[src/rtl/pll_drp_reconfig_pkg.sv]
// rtl/pll_drp_reconfig_pkg.sv - shared states, PLLE4 DRP addresses and RMW helper
package pll_drp_reconfig_pkg;

  typedef enum logic [2:0] {
    ST_IDLE,
    ST_RD_REQ,
    ST_RD_WAIT,
    ST_WR_REQ,
    ST_WR_WAIT,
    ST_HOLD,
    ST_LOCK_WAIT,
    ST_FINISH
  } state_t;

  localparam logic [6:0] CLKOUT0_REG1  = 7'h08;
  localparam logic [6:0] CLKOUT1_REG1  = 7'h0A;
  localparam logic [6:0] CLKFBOUT_REG1 = 7'h14;

  // Wide enough for a LOCK_TIMEOUT of 65535 with headroom.
  localparam int CNT_W = 17;

  // mask bit 1 keeps the bit read back from the PLL, 0 takes the new value.
  function automatic logic [15:0] rmw_merge(input logic [15:0] old_val,
                                            input logic [15:0] new_val,
                                            input logic [15:0] keep_mask);
    return (old_val & keep_mask) | (new_val & ~keep_mask);
  endfunction

endpackage

[src/rtl/pll_drp_reconfig_sync_bit.sv]
// rtl/pll_drp_reconfig_sync_bit.sv - two-flop synchroniser for a single level signal
module pll_drp_reconfig_sync_bit (
  input  logic clk,
  input  logic rst,
  input  logic d,
  output logic q
);

  logic meta;

  always_ff @(posedge clk) begin
    if (!rst) begin
      meta <= 1'b0;
      q    <= 1'b0;
    end else begin
      meta <= d;
      q    <= meta;
    end
  end

endmodule

[src/rtl/pll_drp_reconfig.sv]
// rtl/pll_drp_reconfig.sv - DRP read-modify-write initiator holding the PLL in reset per batch
module pll_drp_reconfig
  import pll_drp_reconfig_pkg::*;
#(
  parameter int unsigned DRDY_TIMEOUT = 64,
  parameter int unsigned LOCK_TIMEOUT = 65535
) (
  input  logic        clk,
  input  logic        rst,
  input  logic        req_valid,
  output logic        req_ready,
  input  logic [6:0]  req_addr,
  input  logic [15:0] req_data,
  input  logic [15:0] req_mask,
  input  logic        req_last,
  output logic [6:0]  drp_addr,
  output logic [15:0] drp_di,
  output logic        drp_den,
  output logic        drp_dwe,
  input  logic [15:0] drp_do,
  input  logic        drp_drdy,
  output logic        pll_rst,
  input  logic        pll_locked,
  output logic        busy,
  output logic        done,
  output logic        err
);

  state_t            state, state_nx;
  logic [6:0]        addr_q;
  logic [15:0]       data_q, mask_q, rd_q;
  logic              last_q;
  logic [CNT_W-1:0]  cnt_q;
  logic              locked_s;
  logic              drdy_to, lock_to, take;

  pll_drp_reconfig_sync_bit u_lock_sync (
    .clk (clk),
    .rst (rst),
    .d   (pll_locked),
    .q   (locked_s)
  );

  assign drdy_to = (cnt_q == CNT_W'(DRDY_TIMEOUT - 1));
  assign lock_to = (cnt_q == CNT_W'(LOCK_TIMEOUT - 1));
  assign take    = req_valid && rst && (state == ST_IDLE || state == ST_HOLD);

  always_ff @(posedge clk) begin
    if (!rst) state <= ST_IDLE;
    else      state <= state_nx;
  end

  always_comb begin
    state_nx  = state;
    req_ready = 1'b0;
    drp_den   = 1'b0;
    drp_dwe   = 1'b0;
    drp_addr  = '0;
    drp_di    = '0;
    done      = 1'b0;
    busy      = (state != ST_IDLE) && (state != ST_FINISH);
    case (state)
      ST_IDLE, ST_HOLD: begin
        req_ready = rst;
        if (take) state_nx = ST_RD_REQ;
      end
      ST_RD_REQ: begin
        drp_den  = 1'b1;
        drp_addr = addr_q;
        state_nx = ST_RD_WAIT;
      end
      ST_RD_WAIT: begin
        if (drp_drdy)     state_nx = ST_WR_REQ;
        else if (drdy_to) state_nx = ST_FINISH;
      end
      ST_WR_REQ: begin
        drp_den  = 1'b1;
        drp_dwe  = 1'b1;
        drp_addr = addr_q;
        drp_di   = rmw_merge(rd_q, data_q, mask_q);
        state_nx = ST_WR_WAIT;
      end
      ST_WR_WAIT: begin
        if (drp_drdy)     state_nx = last_q ? ST_LOCK_WAIT : ST_HOLD;
        else if (drdy_to) state_nx = ST_FINISH;
      end
      ST_LOCK_WAIT: begin
        if (locked_s || lock_to) state_nx = ST_FINISH;
      end
      ST_FINISH: begin
        done     = 1'b1;
        state_nx = ST_IDLE;
      end
      default: state_nx = ST_IDLE;
    endcase
  end

  // Datapath, timeout counter and the PLL reset / error flags.
  always_ff @(posedge clk) begin
    if (!rst) begin
      addr_q  <= '0;
      data_q  <= '0;
      mask_q  <= '0;
      rd_q    <= '0;
      last_q  <= 1'b0;
      cnt_q   <= '0;
      pll_rst <= 1'b0;
      err     <= 1'b0;
    end else begin
      case (state)
        ST_IDLE, ST_HOLD: begin
          if (take) begin
            addr_q  <= req_addr;
            data_q  <= req_data;
            mask_q  <= req_mask;
            last_q  <= req_last;
            pll_rst <= 1'b1;
            if (state == ST_IDLE) err <= 1'b0;
          end
        end
        ST_RD_REQ, ST_WR_REQ: cnt_q <= '0;
        ST_RD_WAIT: begin
          cnt_q <= cnt_q + CNT_W'(1);
          if (drp_drdy) begin
            rd_q <= drp_do;
          end else if (drdy_to) begin
            err     <= 1'b1;
            pll_rst <= 1'b0;
          end
        end
        ST_WR_WAIT: begin
          cnt_q <= cnt_q + CNT_W'(1);
          if (drp_drdy) begin
            if (last_q) begin
              cnt_q   <= '0;
              pll_rst <= 1'b0;
            end
          end else if (drdy_to) begin
            err     <= 1'b1;
            pll_rst <= 1'b0;
          end
        end
        ST_LOCK_WAIT: begin
          cnt_q <= cnt_q + CNT_W'(1);
          if (locked_s)     err <= 1'b0;
          else if (lock_to) err <= 1'b1;
        end
        default: ;
      endcase
    end
  end

endmodule
[config.mk]
export PLATFORM = sky130hd
export DESIGN_NAME = pll_drp_reconfig
export DESIGN_NICKNAME = d
export VERILOG_FILES = /design/src/rtl/pll_drp_reconfig_pkg.sv /design/src/rtl/pll_drp_reconfig_sync_bit.sv /design/src/rtl/pll_drp_reconfig.sv
export SDC_FILE = /design/constraint.sdc
export NUM_CORES = 1
export LEC_CHECK = 0
export BUFFER_PORTS_ARGS = -buffer_cell sky130_fd_sc_hd__buf_4
export CAP_MARGIN = 20
export CORE_MARGIN = 4
export CORE_UTILIZATION = 45
export CTS_CLUSTER_DIAMETER = 100
export DETAILED_ROUTE_END_ITERATION = 6
export HOLD_SLACK_MARGIN = 0.08
export PLACE_DENSITY = 0.77
export SLEW_MARGIN = 20
export SYNTH_ARGS = -nofsm -noshare
export SYNTH_HDL_FRONTEND = slang
export SYNTH_SLANG_ARGS = --single-unit
[constraint.sdc]
create_clock -name clk -period 5.4 [get_ports clk]
set_input_delay 0 -clock clk [delete_from_list [all_inputs] [get_ports clk]]
set_output_delay 0 -clock clk [all_outputs]
set_load 0.01 [all_outputs]
==> run_results.csv <==
group,metric,value,unit
routing,routedWlPerCell,14.9,um
setup_path,ff2ff_setup_slack,3140,ps
die,die-width,98.6,um
synth,synthSimpleGateAreaFrac,25.1,%
routing,route.met2.wl,5130,um
routing,drc,0,
routing,vias_per_cell,5.34,
routing,wl,10600,um
clock_network,clk_pin_slew,80,ps
setup_path,cp_data_required_time,5400,ps
synth,synth-compound-area-share,17.3,%
place,place.gp.congestion,0.891,
synth,synth.largest_area_cell,"dfxtp_1",
clock_network,cts_setup_buffers,0,
layout,drive_gt1_share,20.0,%
clock_network,cts_root_buf,"clkbuf_8",
routing,antenna_left,0,
routing,route.top_layer_used,"met4",
synth,synth_commonest_cells,"80 x dfxtp_1, 49 x nand3_1, 47 x inv_1, 46 x nand2_1, 43 x o21ai_0",
synth,netlist_area,3690,um2
synth,seq_area_frac_synth,43.3,%
clock_network,cts_tree,"yes",
setup_path,max_stage_delay,700,ps
setup_path,crit_start,"state[0]$_SDFFE_PN0P_",
die,fp-row-count,32,
synth,synth_top_family_by_area,"simple AND/OR/NAND/NOR gates",
layout,antenna_cells,0,
sta,hold_violations,0,
power,power_density,297,nW/um2
hold_path,hp-start,"rst",
setup_path,start_kind,"flip-flop",
sta,fin_ws,2600,ps
clock_network,cts_buffers,9,
synth,syn_inst,468,
synth,synth_adder_area_share,0.677,%
synth,synth_area_leaders,"dfxtp_1 43%, nand3_1 6.6%, o21ai_0 5.8%",
power,p_total,1.55,mW
synth,synthXorXnorAreaFrac,0.711,%
setup_path,crit_family,"simple AND/OR/NAND/NOR gates",
setup_path,worst-path-stages,4,
die,die_area,9720,um2
routing,drtIter0Drc,265,
layout,finish.utilization,66.3,%
place,portBuffers,90,
hold_path,hold_class,"in -> reg",
synth,ys_warn_count,0,
setup_path,ff2ff_path_depth,5,
routing,dr_wl_met3,664,um
place,place_ws,3080,ps
synth,synth.top_cell.area_share,43.3,%
synth,synth.distinct_cells,55,
global_routing,grt_pass1_vias,3703,
setup_path,cp-end-kind,"primary output",
synth,yosys_most_used_dff,"dfxtp_1",
setup_path,arrival,2800,ps
hold_path,hold_path_depth,2,
global_routing,track_usage,21.5,%
clock_network,cts_buffer_depth,2,
synth,synth.most_common_cell,"dfxtp_1",
power,peakVddDrop,0.000174,V
die,core-area,7850,um2
sta,setup_tns,0,ps
sta,period_minus_slack,2800,ps
synth,synth_mux_area_share,4.64,%
die,pin_count,91,
routing,dr_total_vias,3779,
global_routing,antenna_found_initial,0,
clock_network,cts_max_level,3,
setup_path,reg2reg_from,"cnt_q[7]$_SDFFE_PN0P_",
global_routing,gr-total-overflow,0,
synth,ys_ff_latch,80,
routing,first_pass_iters,4,
clock_network,numClockSinks,80,
sta,setup_violations,0,
setup_path,crit_buf_inv,1,
global_routing,grt_first_pass_wirelength,17100,um
synth,async_reset_ff_share,0,%
synth,synth_nets,531,
power,leakage,2.18,nW
place,dp_hpwl,6440,um
sta,rsz0062_at_grt,"false",
layout,areaGrowthSynthToFinish,40.8,%
synth,postSynthAreaPerCell,7.89,um2
synth,synth-edff-count,0,
setup_path,crit_type,"reg -> out",
die,start_util,47.1,%
sta,fin_skew,9.30,ps
sta,fin_crit_sh,51.9,%
sta,tightest_slew,908,ps
outcome,status,"complete, no violations",
sta,fmax,0.357,GHz
sta,relSlewSlack,39.4,%
setup_path,crit_fanout,19,
run,drv_cap,0,
sta,maxSlewViolCount,0,
setup_path,worstPathCellList,"nor2b_1, nand2_1, nor2_1, buf_4",
clock_network,clkLatencyLatePin,350,ps
setup_path,slowest_stage,"dfxtp_1",
global_routing,grt_max_degree,80,
layout,nets,664,
routing,wirelength_met1,4470,um
die,fp.dieH,98.6,um
[state kept, by name, summed over array words and instances (netlist names)]
name and flops:
cnt_q 17, mask_q 16, pll_rst 1, data_q 16, addr_q 7, u_lock_sync.q 1, err 1, rd_q 16
state 3, last_q 1, u_lock_sync.meta 1
[routing by layer]
layer	vias up	global-route usage (%)
met5	-	0
met4	0	8.72
met3	32	6.23
met2	126	36.1
met1	1753	25.7
li1	1868	-
[worst paths after layout]
path	to
hold / removal	pll_rst$_SDFFE_PN0P_
setup reg to reg	state[0]$_SDFFE_PN0P_
setup / recovery	drp_di[15]
hold reg to reg	u_lock_sync.q$_SDFF_PN0_
[cells in the final DEF (no fill, tap or decap), types with 5 or more instances in the layout]
cell type	count
nor2_1	34
nand2b_1	5
and3_1	7
dfxtp_1	80
nand2_1	46
buf_4	91
and2_1	9
dlygate4sd3_1	61
nand4_1	5
or4_1	6
mux2i_1	16
inv_1	47
nand3_1	49
clkbuf_8	10
o31ai_1	7
o21ai_0	42
a21oi_1	29
[metrics by stage]
stage	hold WS, ps	instance area, um2	std cells
3_3_place_gp	223	4380	631
6_report	184	5200	708
5_1_grt	203	5200	708
2_1_floorplan	127	3690	468
3_5_place_dp	219	4380	631
4_1_cts	165	5200	708
[report_power, final]
part	internal [mW]	switching, mW
sequential	0.660	0.0569
clock	0.233	0.238
combinational	0.167	0.193
total	1.06	0.488
[layout make-up]
cell class	instances	area [um2]
Fill cell	644	2640
Multi-Input combinational cell	311	1790
Sequential cell	80	1600
Timing Repair Buffer	152	1290
Inverter	47	176
Clock buffer	10	138
Tap cell	102	128
Clock inverter	6	75.1
[worst register-to-register path, stage by stage (launching register included)]
cell,delay (ps)
dfxtp_1,360
nor4_1,510
nor4b_1,410
a211oi_1,140
o31ai_1,220
dlygate4sd3_1,570
[timing repair]
| item | CTS | global route |
|---|---|---|
| resized for setup | 0 | 0 |
| hold buffers | 61 | 0 |
| endpoints found under the hold margin | 59 | 0 |
[cells by family (layout without fill, tap and decap cells)]
group | Yosys count | in the layout
and+or+nand+nor | 186 | 186
DFF | 80 | 80
xor gates and xnor gates | 3 | 3
buffers and inverters | 77 | 215
adders and majority gates | 2 | 2
AOI/OAI and AO/OA | 103 | 103
muxes | 17 | 17
No activity file was read; power rests on OpenSTA's default activity.
